--- config.mk ---
export PLATFORM = sky130hd
export DESIGN_NAME = bus_control_sequencer_flat
export DESIGN_NICKNAME = d
export VERILOG_FILES = /design/src/rtl/bus_control_sequencer_if.sv /design/src/rtl/bus_control_sequencer.sv /design/src/flat_wrapper.sv
export SDC_FILE = /design/constraint.sdc
export NUM_CORES = 1
export LEC_CHECK = 0
export ABC_AREA = 1
export ABC_CLOCK_PERIOD_IN_PS = 1750
export BUFFER_PORTS_ARGS = -buffer_cell sky130_fd_sc_hd__buf_2
export CAP_MARGIN = 30
export CORE_MARGIN = 4
export CORE_UTILIZATION = 50
export DETAILED_ROUTE_END_ITERATION = 12
export PLACE_DENSITY = 0.74
export SYNTH_ARGS = -nofsm -noshare
export SYNTH_HDL_FRONTEND = slang
export SYNTH_SLANG_ARGS = --single-unit
--- constraint.sdc ---
create_clock -name clk -period 1.75 [get_ports clk]
set_input_delay 0.2625 -clock clk [delete_from_list [all_inputs] [get_ports clk]]
set_output_delay 0.2625 -clock clk [all_outputs]
set_load 0.05 [all_outputs]
--- src/rtl/bus_control_sequencer_if.sv ---
`default_nettype none
// +------------------------------------------------------------------------+
// | Module      : bus_control_sequencer_if                                 |
// | Description : Instruction-in / control-out bundle of the bus control   |
// |               sequencer. master = sequencer, slave = its environment.  |
// | Revision    : 1.0  initial release                                     |
// +------------------------------------------------------------------------+
interface bus_control_sequencer_if #(
  parameter int IDX_W = 4,
  parameter int CNT_W = 16
);
  logic                 run;
  logic [3+2*IDX_W-1:0] din;
  logic [IDX_W-1:0]     reg_index;
  logic                 reg_en;
  logic [IDX_W-1:0]     tri_index;
  logic                 tri_en;
  logic                 din_out;
  logic                 ir_in;
  logic                 a_in;
  logic                 g_in;
  logic                 g_out;
  logic                 add_sub;
  logic                 done;
  logic                 illegal;
  logic                 busy;
  logic [CNT_W-1:0]     instr_count;

  modport master (
    input  run, din,
    output reg_index, reg_en, tri_index, tri_en, din_out, ir_in, a_in,
           g_in, g_out, add_sub, done, illegal, busy, instr_count
  );

  modport slave (
    output run, din,
    input  reg_index, reg_en, tri_index, tri_en, din_out, ir_in, a_in,
           g_in, g_out, add_sub, done, illegal, busy, instr_count
  );
endinterface
`default_nettype wire

--- src/rtl/bus_control_sequencer.sv ---
`default_nettype none
// +------------------------------------------------------------------------+
// | Module      : bus_control_sequencer                                    |
// | Description : Fetches one instruction word and steps it through 1-3    |
// |               execute cycles, issuing register/tristate indices and    |
// |               ALU/DIN/IR controls for the shared-bus datapath.         |
// | Revision    : 1.0  initial release                                     |
// +------------------------------------------------------------------------+
module bus_control_sequencer #(
  parameter int IDX_W = 4,
  parameter int CNT_W = 16
) (
  input  wire logic              clk,
  input  wire logic              rst_n,
  bus_control_sequencer_if.master bus
);

  localparam int c_INSTR_W = 3 + 2 * IDX_W;

  localparam logic [1:0] c_S_IDLE = 2'd0;
  localparam logic [1:0] c_S_T1   = 2'd1;
  localparam logic [1:0] c_S_T2   = 2'd2;
  localparam logic [1:0] c_S_T3   = 2'd3;

  localparam logic [2:0] c_OP_MV  = 3'b000;
  localparam logic [2:0] c_OP_MVI = 3'b001;
  localparam logic [2:0] c_OP_ADD = 3'b010;
  localparam logic [2:0] c_OP_SUB = 3'b011;

  logic [1:0]           r_state;
  logic [1:0]           w_next;
  logic [c_INSTR_W-1:0] r_ir;
  logic [CNT_W-1:0]     r_count;

  logic [2:0]       w_op;
  logic [IDX_W-1:0] w_rx;
  logic [IDX_W-1:0] w_ry;

  logic [IDX_W-1:0] w_reg_index;
  logic             w_reg_en;
  logic [IDX_W-1:0] w_tri_index;
  logic             w_tri_en;
  logic             w_din_out;
  logic             w_ir_in;
  logic             w_a_in;
  logic             w_g_in;
  logic             w_g_out;
  logic             w_add_sub;
  logic             w_done;
  logic             w_illegal;
  logic             w_busy;

  assign w_op = r_ir[c_INSTR_W-1 -: 3];
  assign w_rx = r_ir[2*IDX_W-1 -: IDX_W];
  assign w_ry = r_ir[IDX_W-1:0];

  // State register; a reset mid-instruction abandons it without retiring.
  always_ff @(posedge clk or negedge rst_n) begin
    if (!rst_n) r_state <= c_S_IDLE;
    else        r_state <= w_next;
  end

  // Instruction register loads only on the fetch edge, so it holds through T1-T3.
  always_ff @(posedge clk or negedge rst_n) begin
    if (!rst_n)                                r_ir <= '0;
    else if (r_state == c_S_IDLE && bus.run)   r_ir <= bus.din;
  end

  // Retired-instruction counter: every done pulse counts, illegal ones too; wraps.
  always_ff @(posedge clk or negedge rst_n) begin
    if (!rst_n)      r_count <= '0;
    else if (w_done) r_count <= r_count + CNT_W'(1);
  end

  // Next-state: only add/sub need the extra T2/T3 cycles.
  always_comb begin
    w_next = c_S_IDLE;
    case (r_state)
      c_S_IDLE: w_next = bus.run ? c_S_T1 : c_S_IDLE;
      c_S_T1:   w_next = (w_op == c_OP_ADD || w_op == c_OP_SUB) ? c_S_T2 : c_S_IDLE;
      c_S_T2:   w_next = c_S_T3;
      default:  w_next = c_S_IDLE;
    endcase
  end

  // Control outputs decode state and IR; at most one bus driver per state.
  always_comb begin
    w_reg_index = '0;
    w_reg_en    = 1'b0;
    w_tri_index = '0;
    w_tri_en    = 1'b0;
    w_din_out   = 1'b0;
    w_ir_in     = 1'b0;
    w_a_in      = 1'b0;
    w_g_in      = 1'b0;
    w_g_out     = 1'b0;
    w_add_sub   = 1'b0;
    w_done      = 1'b0;
    w_illegal   = 1'b0;
    w_busy      = (r_state != c_S_IDLE);
    case (r_state)
      c_S_IDLE: w_ir_in = bus.run;
      c_S_T1: begin
        case (w_op)
          c_OP_MV: begin
            w_tri_en    = 1'b1;
            w_tri_index = w_ry;
            w_reg_en    = 1'b1;
            w_reg_index = w_rx;
            w_done      = 1'b1;
          end
          c_OP_MVI: begin
            w_din_out   = 1'b1;
            w_reg_en    = 1'b1;
            w_reg_index = w_rx;
            w_done      = 1'b1;
          end
          c_OP_ADD, c_OP_SUB: begin
            w_tri_en    = 1'b1;
            w_tri_index = w_rx;
            w_a_in      = 1'b1;
          end
          default: begin
            w_done    = 1'b1;
            w_illegal = 1'b1;
          end
        endcase
      end
      c_S_T2: begin
        w_tri_en    = 1'b1;
        w_tri_index = w_ry;
        w_g_in      = 1'b1;
        w_add_sub   = w_op[0];
      end
      default: begin
        w_g_out     = 1'b1;
        w_reg_en    = 1'b1;
        w_reg_index = w_rx;
        w_done      = 1'b1;
      end
    endcase
  end

  assign bus.reg_index   = w_reg_index;
  assign bus.reg_en      = w_reg_en;
  assign bus.tri_index   = w_tri_index;
  assign bus.tri_en      = w_tri_en;
  assign bus.din_out     = w_din_out;
  assign bus.ir_in       = w_ir_in;
  assign bus.a_in        = w_a_in;
  assign bus.g_in        = w_g_in;
  assign bus.g_out       = w_g_out;
  assign bus.add_sub     = w_add_sub;
  assign bus.done        = w_done;
  assign bus.illegal     = w_illegal;
  assign bus.busy        = w_busy;
  assign bus.instr_count = r_count;

endmodule
`default_nettype wire

--- src/flat_wrapper.sv ---
// flat-port wrapper written by rule: the top's interface ports become plain ports
module bus_control_sequencer_flat 
#(
  parameter int IDX_W = 4,
  parameter int CNT_W = 16
)
  (clk, rst_n, bus_run, bus_din, bus_reg_index, bus_reg_en, bus_tri_index, bus_tri_en, bus_din_out, bus_ir_in, bus_a_in, bus_g_in, bus_g_out, bus_add_sub, bus_done, bus_illegal, bus_busy, bus_instr_count);
  bus_control_sequencer_if #(.IDX_W(IDX_W), .CNT_W(CNT_W)) bus_i ();
  input  wire logic clk;
  input  wire logic rst_n;
  input wire logic [$bits(bus_i.run)-1:0] bus_run;
  input wire logic [$bits(bus_i.din)-1:0] bus_din;
  output wire logic [$bits(bus_i.reg_index)-1:0] bus_reg_index;
  output wire logic [$bits(bus_i.reg_en)-1:0] bus_reg_en;
  output wire logic [$bits(bus_i.tri_index)-1:0] bus_tri_index;
  output wire logic [$bits(bus_i.tri_en)-1:0] bus_tri_en;
  output wire logic [$bits(bus_i.din_out)-1:0] bus_din_out;
  output wire logic [$bits(bus_i.ir_in)-1:0] bus_ir_in;
  output wire logic [$bits(bus_i.a_in)-1:0] bus_a_in;
  output wire logic [$bits(bus_i.g_in)-1:0] bus_g_in;
  output wire logic [$bits(bus_i.g_out)-1:0] bus_g_out;
  output wire logic [$bits(bus_i.add_sub)-1:0] bus_add_sub;
  output wire logic [$bits(bus_i.done)-1:0] bus_done;
  output wire logic [$bits(bus_i.illegal)-1:0] bus_illegal;
  output wire logic [$bits(bus_i.busy)-1:0] bus_busy;
  output wire logic [$bits(bus_i.instr_count)-1:0] bus_instr_count;
  assign bus_i.run = bus_run;
  assign bus_i.din = bus_din;
  assign bus_reg_index = bus_i.reg_index;
  assign bus_reg_en = bus_i.reg_en;
  assign bus_tri_index = bus_i.tri_index;
  assign bus_tri_en = bus_i.tri_en;
  assign bus_din_out = bus_i.din_out;
  assign bus_ir_in = bus_i.ir_in;
  assign bus_a_in = bus_i.a_in;
  assign bus_g_in = bus_i.g_in;
  assign bus_g_out = bus_i.g_out;
  assign bus_add_sub = bus_i.add_sub;
  assign bus_done = bus_i.done;
  assign bus_illegal = bus_i.illegal;
  assign bus_busy = bus_i.busy;
  assign bus_instr_count = bus_i.instr_count;
  bus_control_sequencer #(.IDX_W(IDX_W), .CNT_W(CNT_W)) u_core (.clk(clk), .rst_n(rst_n), .bus(bus_i));
endmodule
==> impl_metrics.yaml, run 1 <==
run_status:
  status: "finished, violations left"
  violations: "setup timing"
cells_and_area:
  fin_cells: 337
  stdcell_area_um2: 2344
  layout_commonest_cell: "nand2_1"
  fin_nets: 311
  fillers: 241
  antenna_cells: 0
  layout_common_cells: "82 x nand2_1, 32 x buf_2, 29 x inv_1, 29 x dfrtp_1, 17 x buf_6"
  drive_gt1_share_pct: 35.15
  syn_to_final_growth_pct: 39.99
sta:
  fin_setup_tns_ps: -1121
  fin_crit_sh_pct: 106.6
  setup_viol: 11
  hold_violations: 0
  slew_headroom_pct: 57.06
  slew_viol_final: 0
  max_clock_freq_mhz: 535.9
  max_slew.worst_pin.slew_ps: 644.1
  fin_skew_ps: 16.00
  final.setup.worst_slack_ps: -116.0
  period_minus_slack_ps: 1866
  rsz0062_at_grt: "true"
global_routing:
  grt_pass1_wl_um: 7113
  grt_pass1_vias: 1567
  grt_max_degree: 30
  grt_use_total_pct: 21.35
  grt-ovfl-total: 0
  antenna_found_initial: 0
clocking:
  cts_buffers: 5
  cts_tree: "done"
  cts.clk_slew.worst_paths_ps: 100
  clockRootBuffer: "clkbuf_4"
  clkSinkCount: 29
  clkLatencyLatePin_ps: 330
  htree_levels: 2
  clock_path_buffers: 2
place:
  hpwl_um: 2851
  dp.cells: 322
  routabilityCongestion: 0.8306
  portBuffers: 48
  place_ws_ps: 68.64
  dpl_cell_area_um2: 2056
die:
  die-area_um2: 4338
  pin_count: 49
  die-height_um: 65.87
  core_um2: 3128
  initial_utilization_pct: 53.52
  rows: 20
  die_w_um: 65.87
setup_path:
  max_stage_delay_ps: 420
  path_buf_inv: 4
  cp_data_arrival_time_ps: 1600
  cp_top_family: "buffers and inverters"
  worstSetupPathType: "reg2out"
  end_kind: "primary output"
  cp-start-kind: "register"
  crit_fanout: 4
  crit_top_cell: "buf_6"
  cp_slowest_cell: "dfrtp_1"
  reg2reg_slack_ps: 80
  crit_chain: "buf_6 > ha_4 > inv_4 > nor2_4 > a21oi_2 > buf_6 > nor2_2 > buf_6"
  required_ps: 1490
detailed_routing:
  dr.first_iter.drc_count: 66
  wire_per_inst_um: 11.86
  firstDrtPassIters: 4
  antenna_left: 0
  drt_wl_total_um: 3997
  vias: 1602
  drc: 0
  viasPerCell: 4.754
logic_synthesis:
  syn_area_um2: 1674
  yosys_most_used_dff: "dfrtp_1"
  yosysWarnings: 0
  synth_cell_types: 22
  syn_area_per_cell_um2: 7.440
  synth_cells: 225
  syn-num-nets: 244
  synth_top_area_share_pct: 43.35
  yosys.area.top_type: "dfrtp_1"
  ys_async_sr_fraction_pct: 100.0
  synth_edf_count: 0
  synth_seq_cells: 29
  synth_seq_area_share_pct: 43.35
  synthTopCellsByArea: "dfrtp_1 43%, nand2_1 18%, inv_1 7.4%, ha_1 3.7%, nand3_1 3.6%"
pwr:
  p_leak_nw: 1.234
  power.density_nw_per_um2: 1951
  max-vdd-ir-drop_mv: 1.079
  p_total_mw: 4.571
worst_hold_path:
  hp-class: "in2reg"
flow_run:
  drv_cap: 0
[cells by family after synthesis]
kind of cell               Yosys count  synth area share (%)
AOI/OAI and AO/OA                   18                 5.381
xor gates and xnor gates             6                 3.140
adders and majority gates            5                 3.737
buffers and inverters               40                 9.716
DFF                                 29                 43.35
and+or+nand+nor                    127                 34.68
[registers in the layout, summed over array words and instances (netlist names)]
register and count:
u_core.bus.instr_count 16, u_core.r_ir 11, u_core.r_state 2
[stage by stage]
| step | utilization, % | hold slack (ps) |
|---|---|---|
| after floorplan | - | -33.09 |
| after global placement | 65.72 | 325.4 |
| after detailed placement | 65.72 | 324.5 |
| after CTS | 73.04 | 109.3 |
| after global routing | 74.92 | 102.7 |
| final | 74.92 | 121.6 |
[Yosys cell counts (2+ instances only)]
cell / instances
xnor2_1: 3
nor2_1: 15
xor2_1: 3
inv_1: 33
dfrtp_1: 29
nand3_1: 12
inv_2: 5
nand4_1: 9
o21ai_0: 11
ha_1: 5
nand2_1: 82
nand3_2: 2
nand2_2: 2
a21oi_1: 6
[tightest hold or removal path: stages]
cell and delay (ps):
buf_2 80, nand2_1 40, nand2_1 40
[layout make-up]
type	instances	area (µm²)	share of cell area (%)
clock inverters	2	10.01	0.4271
well taps	44	55.05	2.349
clock buffers	6	41.29	1.762
repair buffers	62	466.7	19.91
multi-input cells	156	893.4	38.12
flip-flops and latches	29	725.7	30.97
inverters	38	151.4	6.460
[path summary, 6_finish.rpt]
check | start | to | depth (start not counted)
setup / recovery | u_core.r_state[0]$_DFF_PN0_ | bus_reg_index[1] | 8
hold / removal | bus_din[3] | u_core.r_ir[3]$_DFFE_PN0P_ | 3
setup reg to reg | u_core.r_state[1]$_DFF_PN0_ | u_core.bus.instr_count[2]$_DFFE_PN0P_ | 9
hold reg to reg | u_core.bus.instr_count[15]$_DFFE_PN0P_ | u_core.bus.instr_count[15]$_DFFE_PN0P_ | 2
max in group asynchronous | rst_n | u_core.bus.instr_count[9]$_DFFE_PN0P_ | 2
min in group asynchronous | rst_n | u_core.r_state[0]$_DFF_PN0_ | 2
[metal layers]
metal	part of all wire, %	GRT usage [%]	up-vias
met2	48	33.92	41
met3	5.0	4.932	6
li1	-	-	831
met5	0	0	-
met1	46	28.45	724
met4	1.4	7.254	0
[power breakdown]
group / total, mW / switching, mW / internal [mW]
combinational: 3.08 / 2.01 / 1.07
clock: 0.395 / 0.242 / 0.153
sequential: 1.10 / 0.209 / 0.889
total: 4.57 / 2.46 / 2.11
[repair_timing]
action                                 in CTS  in global routing
hold buffers                                1                  0
setup buffers                               4                  2
setup endpoints to repair                  16                 25
pin swaps                                   1                  1
gates resized for setup                    43                 14
endpoints found under the hold margin      29                  0
Note: power is estimated with default switching activity, not from simulation.
==> inputs of run 2 (changes only) <==
--- a/config.mk
+++ b/config.mk
@@ -6,13 +6,14 @@
 export NUM_CORES = 1
 export LEC_CHECK = 0
 export ABC_AREA = 1
-export ABC_CLOCK_PERIOD_IN_PS = 1750
+export ABC_CLOCK_PERIOD_IN_PS = 1700
 export BUFFER_PORTS_ARGS = -buffer_cell sky130_fd_sc_hd__buf_2
 export CAP_MARGIN = 30
 export CORE_MARGIN = 4
-export CORE_UTILIZATION = 50
+export CORE_UTILIZATION = 46
 export DETAILED_ROUTE_END_ITERATION = 12
-export PLACE_DENSITY = 0.74
+export PLACE_DENSITY = 0.71
+export REMOVE_ABC_BUFFERS = 1
 export SYNTH_ARGS = -nofsm -noshare
 export SYNTH_HDL_FRONTEND = slang
 export SYNTH_SLANG_ARGS = --single-unit
==> constraint.sdc (replaced) <==
create_clock -name clk -period 1.7 [get_ports clk]
set_input_delay 0.255 -clock clk [delete_from_list [all_inputs] [get_ports clk]]
set_output_delay 0.255 -clock clk [all_outputs]
set_load 0.05 [all_outputs]
==> run 2 against run 1 <==
Compared with the run above:
- the flow still finishes with violations (setup timing)
- flip-flop and latch count unchanged
- sequential share of layout area is 0.19 points lower
- critical path depth is 2 lower
- first-iteration DRC count is 11% lower
- global-route usage down 1.8 points
- clock-buffer cell count is 1 higher
- clock skew shrank 6.0 ps
- cell count stayed put
- sequential power increased by 4%
- critical endpoint is now bus_reg_index[3]
- worst hold slack worse by 6.6 ps
- largest cell class unchanged
==> impl_metrics.yaml, run 2 (synthesis gave the netlist of run 1 again) <==
global_routing:
  grt_use_total_pct: 19.56
  grt_pass1_vias: 1512
  grt_max_degree: 30
  grt-ovfl-total: 0
  grt_pass1_wl_um: 6748
  antenna_found_initial: 0
clocking:
  cts_tree: "done"
  clockRootBuffer: "clkbuf_4"
  clock_path_buffers: 2
  cts.clk_slew.worst_paths_ps: 100
  cts_buffers: 5
  clkLatencyLatePin_ps: 330
  clkSinkCount: 29
  htree_levels: 2
detailed_routing:
  firstDrtPassIters: 4
  wire_per_inst_um: 11.99
  vias: 1624
  dr.first_iter.drc_count: 59
  drc: 0
  viasPerCell: 4.819
  drt_wl_total_um: 4041
  antenna_left: 0
die:
  die_w_um: 68.33
  core_um2: 3416
  rows: 21
  die-height_um: 68.33
  initial_utilization_pct: 49.01
  die-area_um2: 4668
  pin_count: 49
setup_path:
  crit_fanout: 4
  required_ps: 1440
  cp_slowest_cell: "dfrtp_2"
  cp_top_family: "flip-flops"
  cp_data_arrival_time_ps: 1580
  worstSetupPathType: "reg2out"
  cp-start-kind: "register"
  path_buf_inv: 2
  crit_chain: "ha_4 > inv_4 > nor2_4 > a21oi_4 > nor2_2 > buf_6"
  max_stage_delay_ps: 460
  end_kind: "primary output"
pwr:
  pwr-share-clk_pct: 10.2
  p_comb_share_pct: 66.0
  power.density_nw_per_um2: 2030
  switching_share_pct: 53.06
  p_int_mw: 2.251
  p_leak_nw: 1.231
  pwr-share-seq_pct: 23.7
  max-vdd-ir-drop_mv: 1.020
  p_sw_mw: 2.545
cells_and_area:
  drive_gt1_share_pct: 36.77
  fillers: 279
  layout_commonest_cell: "nand2_1"
  layout_common_cells: "81 x nand2_1, 32 x buf_2, 28 x dfrtp_1"
  largest_reg_flops: 16
  fin_nets: 309
  multi_input_area_um2: 899.6
  antenna_cells: 0
  ff_latch_area_um2: 726.9
  syn_to_final_growth_pct: 41.11
sta:
  fin_skew_ps: 9.971
  period_minus_slack_ps: 1840
  rsz0062_at_grt: "true"
  fin_crit_sh_pct: 108.2
  max_clock_freq_mhz: 543.5
  whs_ps: 115.0
  fin_setup_tns_ps: -1100
  final.setup.worst_slack_ps: -139.9
  slew_viol_final: 0
  hold_violations: 0
  slew_headroom_pct: 56.54
  max_slew.worst_pin.slew_ps: 651.9
  setup_viol: 12
run_status:
  violations: "setup timing"
  status: "finished, violations left"
flow_run:
  drv_cap: 0
place:
  portBuffers: 48
  routabilityCongestion: 0.8501
  place_ws_ps: 54.25
  hpwl_um: 2870
worst_hold_path:
  hp-class: "in2reg"
## run 2: cell types whose count changed in the layout (fill, tap and decap cells not counted), sizes merged
cell / delta
clkbuf: +1
inv: +1
clkinv: -1
clkinvlp: -1
buf: -2
## run 2: metal layers
layer	GRT usage, %	routed length (µm)	vias to the layer above
met5	0	0	-
li1	-	-	830
met2	32.13	2014	37
met3	4.269	223	6
met1	25.18	1748	751
met4	6.948	55	0
## run 2: layout make-up
type / instances / share of cell area, %
Sequential cell: 29 / 30.77
Clock inverter: 1 / 0.2119
Inverter: 38 / 6.462
Timing Repair Buffer: 60 / 19.28
Clock buffer: 7 / 2.754
Tap cell: 46 / 2.436
Multi-Input combinational cell: 156 / 38.08
## run 2: what timing repair did
item                                    4_1_cts  5_1_grt
resized for setup                            71        8
pin swaps                                     3        2
endpoints found under the setup margin       18       24
buffers inserted                              2        2
hold buffers                                  1        0
hold endpoints to repair                     29        0
## run 2: path summary, 6_finish.rpt
| kind | startpoint | end | slack (ps) | depth (start not counted) |
|---|---|---|---|---|
| setup / recovery | u_core.r_state[0]$_DFF_PN0_ | bus_reg_index[3] | -140 | 6 |
| hold / removal | bus_din[1] | u_core.r_ir[1]$_DFFE_PN0P_ | 120 | 3 |
| setup reg to reg | u_core.r_state[0]$_DFF_PN0_ | u_core.bus.instr_count[7]$_DFFE_PN0P_ | 60 | 9 |
| hold reg to reg | u_core.bus.instr_count[15]$_DFFE_PN0P_ | u_core.bus.instr_count[15]$_DFFE_PN0P_ | 520 | 2 |
| max in group asynchronous | rst_n | u_core.r_state[0]$_DFF_PN0_ | 760 | 2 |
| min in group asynchronous | rst_n | u_core.r_ir[9]$_DFFE_PN0P_ | 490 | 2 |
## run 2: power groups by stage
stage          logic, mW  registers, mW  clock network, mW
2_1_floorplan       1.59           1.33                  0
3_3_place_gp        2.43           1.13                  0
3_5_place_dp        2.45           1.13                  0
4_1_cts             3.04           1.14              0.503
5_1_grt             3.40           1.16              0.533
6_report            3.17           1.14              0.491
## run 2: worst register-to-register path: stages (launching register included)
cell,delay (ps)
dfrtp_2,460
ha_4,180
inv_4,70
buf_6,110
nand3_4,120
nand2_8,90
buf_6,140
buf_6,140
nand2_1,70
xor2_1,150
## run 2: per-stage QoR
| stage | utilization, % | instances | total power, mW | area, µm² |
|---|---|---|---|---|
| 2_1_floorplan | - | 223 | 2.926 | 1654 |
| 3_3_place_gp | 58.90 | 325 | 3.556 | 2012 |
| 3_5_place_dp | 58.90 | 325 | 3.587 | 2012 |
| 4_1_cts | 68.06 | 335 | 4.681 | 2325 |
| 5_1_grt | 69.16 | 337 | 5.096 | 2362 |
| 6_report | 69.16 | 337 | 4.795 | 2362 |
